**src/rtl/spare_sig_checker_pkg.sv**
```systemverilog
// Shared encodings, limits and state type for the spare-structure
// signature checker.
package spare_sig_checker_pkg;

  localparam logic [1:0] TYPE_OFF = 2'b00;
  localparam logic [1:0] TYPE_S1  = 2'b01;
  localparam logic [1:0] TYPE_S2  = 2'b10;
  localparam logic [1:0] TYPE_S3  = 2'b11;

  localparam int CNT_S12 = 70;
  localparam int CNT_S3  = 210;

  localparam logic [7:0] FIRST_DSSS = 8'hF0;
  localparam logic [7:0] LAST_DSSS  = 8'h0F;
  localparam logic [3:0] FIRST_RLSS = 4'b1000;
  localparam logic [3:0] LAST_RLSS  = 4'b0010;

  localparam logic [1:0] ERR_NONE  = 2'b00;
  localparam logic [1:0] ERR_POP   = 2'b01;
  localparam logic [1:0] ERR_RLSS  = 2'b10;
  localparam logic [1:0] ERR_ORDER = 2'b11;

  typedef enum logic [1:0] {
    S_IDLE,
    S_RUN,
    S_DONE,
    S_ERR
  } state_e;

  function automatic logic [1:0] rlss_pos(
    input logic [3:0] r
  );
    logic [1:0] pos;
    pos = 2'd0;
    if (r[3])      pos = 2'd3;
    else if (r[2]) pos = 2'd2;
    else if (r[1]) pos = 2'd1;
    return pos;
  endfunction

endpackage

```
**src/rtl/spare_sig_checker_dsss_index_extract.sv**
```systemverilog
// Finds the four highest set-bit positions of a pattern word
// (descending) and its popcount.
module dsss_index_extract
  import spare_sig_checker_pkg::*;
(
  input  logic [7:0] dsss_i,
  output logic [2:0] idx_i_o,
  output logic [2:0] idx_j_o,
  output logic [2:0] idx_k_o,
  output logic [2:0] idx_p_o,
  output logic [3:0] pop_o
);

  logic [3:0] cnt;

  always_comb begin
    cnt     = 4'd0;
    idx_i_o = 3'd0;
    idx_j_o = 3'd0;
    idx_k_o = 3'd0;
    idx_p_o = 3'd0;
    for (int b = 7; b >= 0; b--) begin
      if (dsss_i[b]) begin
        case (cnt)
          4'd0:    idx_i_o = 3'(b);
          4'd1:    idx_j_o = 3'(b);
          4'd2:    idx_k_o = 3'(b);
          4'd3:    idx_p_o = 3'(b);
          default: ;
        endcase
        cnt = cnt + 4'd1;
      end
    end
    pop_o = cnt;
  end

endmodule

```
**config.mk**
```make
export PLATFORM = sky130hd
export DESIGN_NAME = dsss_index_extract
export DESIGN_NICKNAME = d
export VERILOG_FILES = /design/src/rtl/spare_sig_checker_pkg.sv /design/src/rtl/spare_sig_checker_dsss_index_extract.sv
export SDC_FILE = /design/constraint.sdc
export NUM_CORES = 1
export LEC_CHECK = 0
export BUFFER_PORTS_ARGS = -buffer_cell sky130_fd_sc_hd__buf_4
export CAP_MARGIN = 20
export CORE_MARGIN = 1.5
export CORE_UTILIZATION = 42
export DETAILED_ROUTE_END_ITERATION = 8
export SYNTH_ARGS = -nofsm -noshare
export SYNTH_HDL_FRONTEND = slang
export SYNTH_SLANG_ARGS = --single-unit
```
**constraint.sdc**
```tcl
create_clock -name vclk -period 9.2
set_input_delay 0.46 -clock vclk [all_inputs]
set_output_delay 0.46 -clock vclk [all_outputs]
set_load 0.03 [all_outputs]
```
# [Word level (Yosys, flattened, before mapping)]
# Cells that the tools add are included.
# Widths: inputs -> output; s select.
[op_classes] eq_ne=21 addsub=7 reduce_logical=7 n_mux=65
[op_table] cell="$mux 3" count=57
[op_table] cell="$eq 4x2->1 const B" count=14
[op_table] cell="$add 4x1->4 const B" count=7
[op_table] cell="$eq 4x1->1 const B" count=7
[op_table] cell="$logic_not 4->1" count=7
[op_table] cell="$mux 4" count=7
[op_table] cell="$mux 1" count=1
[totals] inputBits=8 output_inout_bits=16 register_bits=0 elab_cells=100

# [Depth between registers and ports, before layout]
# Gate-level depths: netlist (run 1).
[logic_depth] ltp_word=16 mapped_depth=23 ltp_nobuf=23

# [Least setup slack after synthesis (run 1)]
# OpenSTA, ideal clock, no wires.
[synth_path] kind="in2out" startpoint="input port dsss_i[5]" endpoint="output port idx_j_o[1]" path_buffers=1 stages=21 required_time_ns=8.740 arrival_time_ns=4.908 path_slack_ns=3.832 path_cell_list="buf_6 -> inv_1 -> fa_1 -> ha_1 -> nand2b_1 -> o31ai_4 -> ha_1 -> nand2_1 -> o21ai_0 -> or2_2 -> ha_1 -> nand2b_1 -> o31ai_1 -> inv_1 -> ha_1 -> nand2_1 -> o21ai_0 -> inv_1 -> ha_1 -> nor4b_2 -> nor3b_1"
[synth_between] elab_chain_len=12 word_cells_on_any_way=25 classes_between="add/sub (4); eq/ne (5); mux (16)"
[synth_rtl] item="start, declared" line_no="spare_sig_checker_dsss_index_extract.sv:6" rtl="input logic [7:0] dsss_i,"
[synth_rtl] item="$mux 4" line_no="spare_sig_checker_dsss_index_extract.sv:23" rtl="if (dsss_i[b]) begin"
[synth_rtl] item="$add 4x1->4 / $eq 4x1->1 (equally long branches)" line_no="spare_sig_checker_dsss_index_extract.sv:31, spare_sig_checker_dsss_index_extract.sv:24"
[synth_rtl] item="$mux 4 / $mux 3 (equally long branches)" line_no="spare_sig_checker_dsss_index_extract.sv:23, spare_sig_checker_dsss_index_extract.sv:24"
[synth_rtl] item="$add 4x1->4 (tied with other cells)" line_no="spare_sig_checker_dsss_index_extract.sv:31" rtl="cnt = cnt + 4'd1;"
[synth_rtl] item="$mux 4 / $mux 3 (equally long branches)" line_no="spare_sig_checker_dsss_index_extract.sv:23, spare_sig_checker_dsss_index_extract.sv:24"
[synth_rtl] item="$add 4x1->4 (tied with other cells)" line_no="spare_sig_checker_dsss_index_extract.sv:31"
[synth_rtl] item="$mux 4 / $mux 3 (equally long branches)" line_no="spare_sig_checker_dsss_index_extract.sv:23, spare_sig_checker_dsss_index_extract.sv:24"
[synth_rtl] item="$add 4x1->4 (tied with other cells)" line_no="spare_sig_checker_dsss_index_extract.sv:31"
[synth_rtl] item="$mux 4 / $mux 3 (equally long branches)" line_no="spare_sig_checker_dsss_index_extract.sv:23, spare_sig_checker_dsss_index_extract.sv:24"
[synth_rtl] item="$eq 4x1->1 / $mux 3 (equally long branches)" line_no="spare_sig_checker_dsss_index_extract.sv:24, spare_sig_checker_dsss_index_extract.sv:23"
[synth_rtl] item="$mux 3" line_no="spare_sig_checker_dsss_index_extract.sv:24" rtl="case (cnt)"
[synth_rtl] item="$mux 3 (*)" line_no="spare_sig_checker_dsss_index_extract.sv:23"
[synth_rtl] item="end, declared" line_no="spare_sig_checker_dsss_index_extract.sv:8" rtl="output logic [2:0] idx_j_o,"
# Every way passes the cells marked *; elsewhere a longest branch is shown, timed or not.

# [Final worst setup path (run 1)]
[layout_path] startpoint="input port dsss_i[6]" endpoint="output port idx_j_o[2]"
[layout_between] elab_chain_len=14 word_cells_on_any_way=30 classes_between="add/sub (5); eq/ne (6); mux (19)"
[layout_rtl] item="$mux 4" line_no="spare_sig_checker_dsss_index_extract.sv:23"
[layout_rtl] item="$add 4x1->4 / $eq 4x1->1 (equally long branches)" line_no="spare_sig_checker_dsss_index_extract.sv:31, spare_sig_checker_dsss_index_extract.sv:24"
[layout_rtl] item="$mux 4 / $mux 3 (equally long branches)" line_no="spare_sig_checker_dsss_index_extract.sv:23, spare_sig_checker_dsss_index_extract.sv:24"
[layout_rtl] item="$add 4x1->4 (tied with other cells)" line_no="spare_sig_checker_dsss_index_extract.sv:31"
[layout_rtl] item="$mux 4 / $mux 3 (equally long branches)" line_no="spare_sig_checker_dsss_index_extract.sv:23, spare_sig_checker_dsss_index_extract.sv:24"
[layout_rtl] item="$add 4x1->4 (tied with other cells)" line_no="spare_sig_checker_dsss_index_extract.sv:31"
[layout_rtl] item="$mux 4 / $mux 3 (equally long branches)" line_no="spare_sig_checker_dsss_index_extract.sv:23, spare_sig_checker_dsss_index_extract.sv:24"
[layout_rtl] item="$add 4x1->4 (tied with other cells)" line_no="spare_sig_checker_dsss_index_extract.sv:31"
[layout_rtl] item="$mux 4 / $mux 3 (equally long branches)" line_no="spare_sig_checker_dsss_index_extract.sv:23, spare_sig_checker_dsss_index_extract.sv:24"
[layout_rtl] item="$add 4x1->4 (tied with other cells)" line_no="spare_sig_checker_dsss_index_extract.sv:31"
[layout_rtl] item="$mux 4 / $mux 3 (equally long branches)" line_no="spare_sig_checker_dsss_index_extract.sv:23, spare_sig_checker_dsss_index_extract.sv:24"
[layout_rtl] item="$eq 4x1->1 / $mux 3 (equally long branches)" line_no="spare_sig_checker_dsss_index_extract.sv:24, spare_sig_checker_dsss_index_extract.sv:23"
[layout_rtl] item="$mux 3" line_no="spare_sig_checker_dsss_index_extract.sv:24"
[layout_rtl] item="$mux 3 (*)" line_no="spare_sig_checker_dsss_index_extract.sv:23"
# Marked as above.

==> metrics.md, run 1 <==
| Metric | Value |
|---|---|
| Hold Fails Final Rpt | 0 |
| Post-CTS setup buffer count | 0 |
| Ordered list of cells on the worst path | buf_4 -> ha_1 -> o21ai_0 -> inv_1 -> ha_1 -> nand2b_1 -> o31ai_4 -> ha_1 -> nand2_1 -> o21ai_0 -> or2_2 -> ha_1 -> nand2b_1 -> o31ai_1 -> inv_1 -> ha_1 -> nand2_1 -> o21ai_0 -> inv_1 -> ha_1 -> nor4b_2 -> and4b_1 -> buf_4 |
| Area of the die | 3320 sq um |
| Average via count per standard cell | 5.60 |
| Critical Path Source Type | input pin |
| Run status | finished with violations |
| Type of destination of the critical path | output port |
| I/O pin cnt | 24 |
| Violated checks | DRC |
| Half-perimeter wire length after placement | 2490 um |
| Path type of the worst setup path | input pin to output port |
| Starting density of the core | 44.7% |
| P per Cell Area | 161 nW/um^2 |
| Fill count | 291 |
| Initial antenna violation count | 0 |
| Worst setup margin | 3.56 ns |
| Global-route wire length before repair | 5200 um |
| Maximum VDD drop | 0.0000645 V |
| Seq. cell area | 0 sq um |
| Post-synthesis compound-gate area fraction | 24.2% |
| Synthesized-area fraction occupied by xor and xnor cells | 11.6% |
| Required time worst endpoint | 8.74 ns |
| Maximum Capacitance Violations | 0 |
| Average instance area after synthesis | 7.99 sq um |
| Final Slew Violations | 0 |
| Final weighted congestion in routability-driven placement | 0.846 |
| Post-synthesis simple-gate area fraction | 27.4% |
| Layout clock buffer count | 0 |
| Via count of the first global-routing pass | 1111 |
| Largest fanout on the critical path | 6 |
| Total global routing overflow | 0 |
| Number of cells in the finished layout apart from fillers | 206 |
| Remaining routing DRC violations | 8 |
| Most used cell along the critical path | sky130_fd_sc_hd__ha_1 |
| Total number of vias | 1153 |
| Family with the most delay on the worst path | adder cells |
| Net Count, Synth | 192 |
| Worst-Margin Slew | 0.658 ns |
| Count of buffers from port buffering | 24 |
| Pin count of the biggest net entering global routing | 12 |
| Sequential area share after synthesis | 0% |
| PostCTS Resize Cnt | 0 |
| # diodes | 0 |
| Routed length per instance | 14.4 um |
| Worst path arrival time | 5.18 ns |
| Yosys Warn Count | 0 |
| RSZ-0062 raised after global routing | no |
| Arithmetic-cell share of the synthesized area counting full adders, half adders and majority gates | 27.5% |
| Sum of routed wire length over all layers | 2980 um |
| Chip Width | 57.6 um |
| Initial DRC Count | 32 |
| Area Overhead vs Synth | 14.3% |
| Number of buffers and inverters on the critical path | 5 |
| All-layer global routing usage | 19.1% |
| Proportion of synthesized area in mux cells | 1.60% |
| Floorplan Core Area | 2810 sq um |
| Setup slack after placement | 3.58 ns |
| Combined area of all synthesized cells | 1250 sq um |
| DR pass1 iterations | 6 |
| Post-Route Setup TNS | 0 ns |
| Layout Nets | 212 |
| Setup Viol. Count Final | 0 |
| Highest attainable clock frequency | 0.177 GHz |
| Fin crit share | 61.3% |
| HP Class | input pin to output port |
| Number of buffers inserted by hold repair at cts | 0 |
| Tmin final | 5.64 ns |
| Post-synthesis cell type count | 53 |
| Slowest stage delay, CP | 0.44 ns |
| Synthesized instance count | 157 |
| # rows | 19 |
| Number of nets with antenna violations after detailed routing | 0 |
| Flip-flop and latch count | 0 |
| Cell count after placement | 206 |
| Crit path max-delay cell type | sky130_fd_sc_hd__o21ai_0 |
| Combinational family with the most area after synthesis | adder cells |
| Die Span Y | 57.6 um |
| Slew Limit Headroom | 55.8% |
| Post-layout util | 51.1% |
| Static leakage power | 0.676 nW |
| Layout cell share with drive strength beyond 1 | 22.3% |
where the power goes:
group          internal [mW]  switching, mW  leakage, nW
combinational         0.0878          0.142        0.676
clock                      0              0            0
sequential                 0              0            0
cell usage in the layout, fill, tap and decap left out, types with 2 or more instances in the layout:
cell,count
sky130_fd_sc_hd__and2_1,2
sky130_fd_sc_hd__xor2_1,3
sky130_fd_sc_hd__ha_1,26
sky130_fd_sc_hd__buf_4,24
sky130_fd_sc_hd__nor4b_2,2
sky130_fd_sc_hd__nand2b_1,2
sky130_fd_sc_hd__and4b_1,2
sky130_fd_sc_hd__mux2i_1,2
sky130_fd_sc_hd__o21ai_0,7
sky130_fd_sc_hd__and4_1,2
sky130_fd_sc_hd__nor2_1,8
sky130_fd_sc_hd__nand4_1,3
sky130_fd_sc_hd__nand2_1,13
sky130_fd_sc_hd__a32oi_1,2
sky130_fd_sc_hd__inv_1,15
sky130_fd_sc_hd__and3_1,2
sky130_fd_sc_hd__a32o_1,2
sky130_fd_sc_hd__xnor2_1,6
sky130_fd_sc_hd__nand3_1,9
sky130_fd_sc_hd__a211oi_1,3
sky130_fd_sc_hd__a21oi_1,10
worst min-delay path, stage by stage:
cell and delay, ns:
sky130_fd_sc_hd__buf_4 0.12, sky130_fd_sc_hd__a21oi_1 0.06, sky130_fd_sc_hd__buf_4 0.16
cells in the mapped netlist (2+ instances only):
| library cell | instances | area, sq um |
|---|---|---|
| sky130_fd_sc_hd__o21ai_0 | 7 | 35.0 |
| sky130_fd_sc_hd__nand2b_1 | 2 | 12.5 |
| sky130_fd_sc_hd__and4_1 | 2 | 17.5 |
| sky130_fd_sc_hd__xnor2_1 | 6 | 52.6 |
| sky130_fd_sc_hd__ha_1 | 26 | 325 |
| sky130_fd_sc_hd__clkbuf_1 | 2 | 7.51 |
| sky130_fd_sc_hd__and2_1 | 2 | 12.5 |
| sky130_fd_sc_hd__and3_1 | 2 | 12.5 |
| sky130_fd_sc_hd__buf_6 | 2 | 22.5 |
| sky130_fd_sc_hd__a32o_1 | 2 | 20.0 |
| sky130_fd_sc_hd__a32oi_1 | 2 | 17.5 |
| sky130_fd_sc_hd__nand2_1 | 13 | 48.8 |
| sky130_fd_sc_hd__xor2_1 | 3 | 26.3 |
| sky130_fd_sc_hd__nand4_1 | 3 | 18.8 |
| sky130_fd_sc_hd__mux2i_1 | 2 | 20.0 |
| sky130_fd_sc_hd__a21oi_1 | 10 | 50.1 |
| sky130_fd_sc_hd__nor4b_2 | 2 | 30.0 |
| sky130_fd_sc_hd__nand3_1 | 9 | 45.0 |
| sky130_fd_sc_hd__and4b_1 | 2 | 20.0 |
| sky130_fd_sc_hd__nor2_1 | 8 | 30.0 |
| sky130_fd_sc_hd__inv_1 | 15 | 56.3 |
| sky130_fd_sc_hd__a211oi_1 | 3 | 22.5 |
| sky130_fd_sc_hd__buf_2 | 2 | 10.0 |
final cells by class:
| type | count | area, sq um | share of cell area (%) |
|---|---|---|---|
| Timing Repair Buffer | 24 | 180 | 12.6 |
| Multi-Input combinational cell | 136 | 1160 | 80.8 |
| Tap cell | 31 | 38.8 | 2.71 |
| Inverter | 15 | 56.3 | 3.93 |
final timing paths:
check,start,to,slack [ns],cells past startpoint
max,dsss_i[6],idx_j_o[2],3.56,23
min,dsss_i[0],pop_o[1],1.27,3
per-layer routing:
metal,wire (um),GRT usage [%],vias up
met3,108,1.12,0
met1,1520,29.9,530
li1,-,-,603
met4,0,0.664,0
met2,1350,30.4,20
met5,0,0,-
kinds of logic (layout without fill, tap and decap cells):
kind of cell,count (synthesis),count (layout)
compound gates,38,38
buf+inv,21,39
mux,2,2
fa+ha+maj,27,27
xor+xnor,12,12
simple gates,57,57
through the flow:
stage / total power [mW] / cell area (sq um) / hold WS [ns]
after global routing: 0.254 / 1430 / 1.28
after CTS: 0.231 / 1430 / 1.26
after global placement: 0.227 / 1430 / 1.26
after detailed placement: 0.230 / 1430 / 1.26
after floorplan: 0.167 / 1250 / 1.10
final: 0.230 / 1430 / 1.27
No activity file was read; power rests on OpenSTA's default activity.
==> inputs of run 2 (changes only) <==
--- a/config.mk
+++ b/config.mk
@@ -5,11 +5,13 @@
 export SDC_FILE = /design/constraint.sdc
 export NUM_CORES = 1
 export LEC_CHECK = 0
+export ABC_AREA = 1
 export BUFFER_PORTS_ARGS = -buffer_cell sky130_fd_sc_hd__buf_4
 export CAP_MARGIN = 20
 export CORE_MARGIN = 1.5
 export CORE_UTILIZATION = 42
 export DETAILED_ROUTE_END_ITERATION = 8
+export PLACE_DENSITY = 0.66
 export SYNTH_ARGS = -nofsm -noshare
 export SYNTH_HDL_FRONTEND = slang
 export SYNTH_SLANG_ARGS = --single-unit
==> constraint.sdc (replaced) <==
create_clock -name vclk -period 4.7
set_input_delay 0.235 -clock vclk [all_inputs]
set_output_delay 0.235 -clock vclk [all_outputs]
set_load 0.03 [all_outputs]
==> metrics.md, run 2 <==
| Metric | Value |
|---|---|
| Internal cell power | 120 uW |
| Worst path arrival time | 3.90 ns |
| Cell types occupying the most area after synthesis | sky130_fd_sc_hd__ha_1, sky130_fd_sc_hd__nand2_1, sky130_fd_sc_hd__inv_1 |
| Post-Route Setup TNS | 0 ns |
| Sw Ratio | 65.2% |
| Post-synthesis cell type count | 22 |
| Average instance area after synthesis | 5.90 sq um |
| Global route hottest layer | met2 |
| Hold Fails Final Rpt | 0 |
| Sequential area share after synthesis | 0% |
| Post-synth top area share | 25.8% |
| Area of the die | 3340 sq um |
| Run status | finished with violations |
| Static leakage power | 0.915 nW |
| Setup slack after placement | 0.540 ns |
| Post-layout util | 52.8% |
| Worst hold path stage count | 4 |
| Global-route wire length before repair | 4690 um |
| Most used standard cell by instance count after synthesis | sky130_fd_sc_hd__nand2_1 |
| Critical Path Source Type | input pin |
| Sum of routed wire length over all layers | 2870 um |
| Chip Width | 57.8 um |
| Met3 capacity usage during global routing | 0.223% |
| # rows | 19 |
| # diodes | 0 |
| Routed length per instance | 10.7 um |
| Reg power frac | 0% |
| Setup Viol. Count Final | 0 |
| Maximum Capacitance Violations | 0 |
| Layout clock buffer count | 0 |
| Total number of vias | 1262 |
| All-layer global routing usage | 16.9% |
| Area of placed instances | 1480 sq um |
| Floorplan Core Area | 2810 sq um |
| Leading cell type in the layout, fill and taps excluded | sky130_fd_sc_hd__nand2_1 |
| Maximum VDD drop | 0.0000818 V |
| Seq. cell area | 0 sq um |
| Area Overhead vs Synth | 17.3% |
| Synthesized instance count | 214 |
| HP Class | input pin to output port |
| Largest fanout on the critical path | 7 |
| Hold_sp | dsss_i[0] |
| I/O pin cnt | 24 |
| Total global routing overflow | 0 |
| Fin crit share | 87.9% |
| PostCTS Resize Cnt | 0 |
| Initial DRC Count | 48 |
| Cell count after placement | 269 |
| Average via count per standard cell | 4.69 |
| Post-synthesis cell type with the largest combined area | sky130_fd_sc_hd__ha_1 |
| Tmin final | 4.13 ns |
| P per Cell Area | 232 nW/um^2 |
| Worst-Margin Slew | 0.322 ns |
| Clock share of power | 0% |
| Net Count, Synth | 249 |
| Slew Limit Headroom | 78.4% |
| Combined area of all synthesized cells | 1260 sq um |
| Starting density of the core | 45.0% |
| Final Power | 344 uW |
| Count of buffers from port buffering | 24 |
| Pin count of the biggest net entering global routing | 8 |
| Number of nets with antenna violations after detailed routing | 0 |
| Power spent charging and discharging nets | 224 uW |
| Capture endpoint of the worst hold path | pop_o[0] |
| DR pass1 iterations | 7 |
| Highest-count cells in the layout ignoring fill and taps | sky130_fd_sc_hd__nand2_1, sky130_fd_sc_hd__inv_1, sky130_fd_sc_hd__ha_1, sky130_fd_sc_hd__buf_4, sky130_fd_sc_hd__nor2_1 |
| Remaining routing DRC violations | 6 |
| Worst setup margin | 0.568 ns |
| Path type of the worst setup path | input pin to output port |
| Combinational share of power | 100.0% |
| Initial antenna violation count | 0 |
| Final weighted congestion in routability-driven placement | 0.846 |
| RSZ-0062 raised after global routing | no |
| Hold slack | 0.883 ns |
| Global routing usage on met1 | 26.3% |
| Layout Nets | 275 |
| Required time worst endpoint | 4.47 ns |
| Met2 track demand over resource | 27.6% |
| Half-perimeter wire length after placement | 2550 um |
| Via count of the first global-routing pass | 1100 |
| Number of buffers inserted by hold repair at cts | 0 |
| Layout cell share with drive strength beyond 1 | 28.2% |
| Number of cells in the finished layout apart from fillers | 269 |
| Final Slew Violations | 0 |
| Die Span Y | 57.8 um |
| Post-route design area | 1480 sq um |
| Commonest cells in the synthesized netlist | sky130_fd_sc_hd__nand2_1, sky130_fd_sc_hd__inv_1, sky130_fd_sc_hd__ha_1, sky130_fd_sc_hd__nor2_1, sky130_fd_sc_hd__nand2_2 |
| Fill count | 319 |
| Violated checks | DRC |
| Highest attainable clock frequency | 0.242 GHz |
| Flip-flop and latch count | 0 |
| Yosys Warn Count | 0 |
| Type of destination of the critical path | output port |
| Post-CTS setup buffer count | 0 |
==> run 2: cell count changes in the layout (fill, tap and decap cells not counted), sizes merged, moves of 3 or more <==
cell	before	now
inv	15	37
a211oi	3	0
nor2	9	28
and4b	3	0
a21oi	10	1
and2	3	0
xnor2	7	1
nand2	14	84
nand3	9	23
xor2	4	0
==> run 2: power groups by stage <==
stage / logic (mW) / clock network, mW / registers [mW]
floorplan: 0.250 / 0 / 0
CTS: 0.346 / 0 / 0
global placement: 0.343 / 0 / 0
global route: 0.380 / 0 / 0
detailed placement: 0.345 / 0 / 0
finish: 0.344 / 0 / 0
==> run 2: worst max-delay path by stage <==
stage	startpoint	endpoint	slack [ns]	cells after the start
floorplan	dsss_i[6]	pop_o[1]	0.70	16
global placement	dsss_i[5]	idx_p_o[0]	0.57	20
detailed placement	dsss_i[5]	idx_p_o[0]	0.54	20
CTS	dsss_i[5]	idx_p_o[0]	0.54	20
global route	dsss_i[7]	idx_p_o[0]	0.28	23
finish	dsss_i[5]	idx_p_o[0]	0.57	20
==> run 2: kinds of logic after synthesis <==
| logic type | after synthesis | share of synthesized area [%] |
|---|---|---|
| buf+inv | 37 | 11.0 |
| xor+xnor | 1 | 0.694 |
| compound gates | 7 | 2.97 |
| fa+ha+maj | 27 | 27.4 |
| simple gates | 142 | 58.0 |
==> run 2: layer usage <==
layer	part of all wire [%]	wire length [um]
met1	56	1610
met2	41	1180
met3	2.7	78
met4	0	0
met5	0	0
==> run 2: cell type report <==
type / instances / area, sq um / share of cell area [%]
Multi-Input combinational cell: 177 / 1120 / 75.8
Timing Repair Buffer: 24 / 180 / 12.2
Inverter: 37 / 139 / 9.37
Tap cell: 31 / 38.8 / 2.62
==> run 2: worst max-delay path, stage by stage <==
cell,delay [ns]
sky130_fd_sc_hd__buf_4,0.13
sky130_fd_sc_hd__inv_2,0.05
sky130_fd_sc_hd__fa_1,0.64
sky130_fd_sc_hd__ha_1,0.26
sky130_fd_sc_hd__or2_4,0.27
sky130_fd_sc_hd__nand2_4,0.10
sky130_fd_sc_hd__ha_1,0.24
sky130_fd_sc_hd__nand2_1,0.08
sky130_fd_sc_hd__nand2_2,0.07
sky130_fd_sc_hd__ha_1,0.26
sky130_fd_sc_hd__nand2_1,0.08
sky130_fd_sc_hd__nand2_2,0.10
sky130_fd_sc_hd__ha_1,0.29
sky130_fd_sc_hd__inv_1,0.03
sky130_fd_sc_hd__o21ai_1,0.28
sky130_fd_sc_hd__ha_1,0.23
sky130_fd_sc_hd__nand4_1,0.16
sky130_fd_sc_hd__o21ai_1,0.17
sky130_fd_sc_hd__inv_1,0.05
sky130_fd_sc_hd__buf_4,0.16
==> inputs of run 3 (changes only) <==
--- a/config.mk
+++ b/config.mk
@@ -11,7 +11,6 @@
 export CORE_MARGIN = 1.5
 export CORE_UTILIZATION = 42
 export DETAILED_ROUTE_END_ITERATION = 8
-export PLACE_DENSITY = 0.66
 export SYNTH_ARGS = -nofsm -noshare
 export SYNTH_HDL_FRONTEND = slang
 export SYNTH_SLANG_ARGS = --single-unit
==> constraint.sdc (replaced) <==
create_clock -name vclk -period 4.45
set_input_delay 0.2225 -clock vclk [all_inputs]
set_output_delay 0.2225 -clock vclk [all_outputs]
set_load 0.03 [all_outputs]
==> metrics.md, run 3 (synthesis results as in run 2) <==
| Metric | Value |
|---|---|
| Sum of routed wire length over all layers | 3100 um |
| Layout Nets | 275 |
| Internal cell power | 127 uW |
| Starting density of the core | 45.0% |
| Area of the die | 3340 sq um |
| DR pass1 iterations | 6 |
| Fill count | 306 |
| Worst path arrival time | 3.99 ns |
| Fin crit share | 94.8% |
| Most used cell along the critical path | sky130_fd_sc_hd__ha_1 |
| Number of buffers inserted by hold repair at cts | 0 |
| Slowest stage delay, CP | 0.65 ns |
| All-layer global routing usage | 18.8% |
| Tmin final | 4.22 ns |
| Ordered list of cells on the worst path | buf_4 -> inv_2 -> fa_1 -> ha_1 -> or2_4 -> nand2_4 -> ha_1 -> nand2_1 -> nand2_2 -> ha_1 -> nand2_1 -> nand2_2 -> ha_1 -> inv_1 -> o21ai_1 -> ha_1 -> nand4_1 -> nor2_2 -> nor2_1 -> buf_4 |
| Area Overhead vs Synth | 17.3% |
| Static leakage power | 0.915 nW |
| Seq. cell area | 0 sq um |
| Half-perimeter wire length after placement | 2770 um |
| Combinational share of power | 100.0% |
| Flip-flop and latch count | 0 |
| Average via count per standard cell | 4.83 |
| Layout clock buffer count | 0 |
| RSZ-0062 raised after global routing | no |
| Routed length per instance | 11.5 um |
| Post-layout util | 52.8% |
| Highest-count cells in the layout ignoring fill and taps | sky130_fd_sc_hd__nand2_1, sky130_fd_sc_hd__inv_1, sky130_fd_sc_hd__ha_1, sky130_fd_sc_hd__buf_4, sky130_fd_sc_hd__nor2_1 |
| HP Class | input pin to output port |
| Via count of the first global-routing pass | 1205 |
| Total number of vias | 1299 |
| Slew Limit Headroom | 75.9% |
| Worst Setup SP | dsss_i[5] |
| Critical Path Source Type | input pin |
| Total global routing overflow | 0 |
| Highest attainable clock frequency | 0.237 GHz |
| Cell count after placement | 269 |
| Clock share of power | 0% |
| Final weighted congestion in routability-driven placement | 0.875 |
| Maximum Capacitance Violations | 0 |
| Required time worst endpoint | 4.23 ns |
| Number of nets with antenna violations after detailed routing | 0 |
| Power spent charging and discharging nets | 242 uW |
| Run status | finished with violations |
| Reg power frac | 0% |
| Final Slew Violations | 0 |
| Pin count of the biggest net entering global routing | 8 |
| Setup Viol. Count Final | 0 |
| Layout cell share with drive strength beyond 1 | 28.2% |
| PostCTS Resize Cnt | 0 |
| Initial DRC Count | 73 |
| Global-route wire length before repair | 5230 um |
| Largest fanout on the critical path | 7 |
| Path type of the worst setup path | input pin to output port |
| # diodes | 0 |
| Sw Ratio | 65.6% |
| Count of buffers from port buffering | 24 |
| Crit path max-delay cell type | sky130_fd_sc_hd__fa_1 |
| Post-CTS setup buffer count | 0 |
| Initial antenna violation count | 0 |
| Violated checks | DRC |
| Maximum VDD drop | 0.000115 V |
| Worst-Margin Slew | 0.359 ns |
| Number of cells in the finished layout apart from fillers | 269 |
| Type of destination of the critical path | output port |
| I/O pin cnt | 24 |
| Final Power | 369 uW |
| # rows | 19 |
| Floorplan Core Area | 2810 sq um |
| Remaining routing DRC violations | 4 |
| P per Cell Area | 249 nW/um^2 |
| Leading cell type in the layout, fill and taps excluded | sky130_fd_sc_hd__nand2_1 |
| Die Span Y | 57.8 um |
| Hold_sp | dsss_i[0] |
| Hold Fails Final Rpt | 0 |
| Post-Route Setup TNS | 0 ns |
| Chip Width | 57.8 um |
## run 3: cell counts in the layout (fill, tap and decap cells not counted)
Identical to the previous run, type by type.
## run 3: worst max-delay path: cells and delay by family
kind | cells | cell delay (ns)
AO/OA/AOI/OAI | 1 | 0.31
adder cells (fa/ha/maj) | 6 | 1.96
buffers and inverters | 4 | 0.39
AND/OR/NAND/NOR | 9 | 1.11
## run 3: layout make-up
type | instances | area [sq um] | share of cell area (%)
timing repair buffer | 24 | 180 | 12.2
inverter | 37 | 139 | 9.37
multi-input combinational | 177 | 1120 | 75.8
tap | 31 | 38.8 | 2.62
## run 3: worst paths after layout
kind	cells after the start	slack [ns]	end
min	4	0.86	pop_o[0]
max	20	0.23	idx_p_o[1]
## run 3: layer usage
metal  track usage (%)  vias to the layer above  wire length, um
met2              30.8                       27             1400
met3             0.223                        0              102
li1                  -                      706                -
met1              29.0                      566             1590
met4             0.332                        0                0
met5                 0                        -                0
## run 3: through the flow
step / setup slack (ns) / hold WS (ns) / area, sq um
floorplan: 0.475 / 0.655 / 1260
global placement: 0.337 / 0.846 / 1480
detailed placement: 0.244 / 0.848 / 1480
CTS: 0.228 / 0.851 / 1480
global route: 0.00601 / 0.895 / 1480
finish: 0.233 / 0.857 / 1480
## run 3: power groups by stage
stage	clock network, mW	registers (mW)	logic, mW
after floorplan	0	0	0.264
after global placement	0	0	0.363
after detailed placement	0	0	0.370
after CTS	0	0	0.371
after global routing	0	0	0.407
final	0	0	0.369
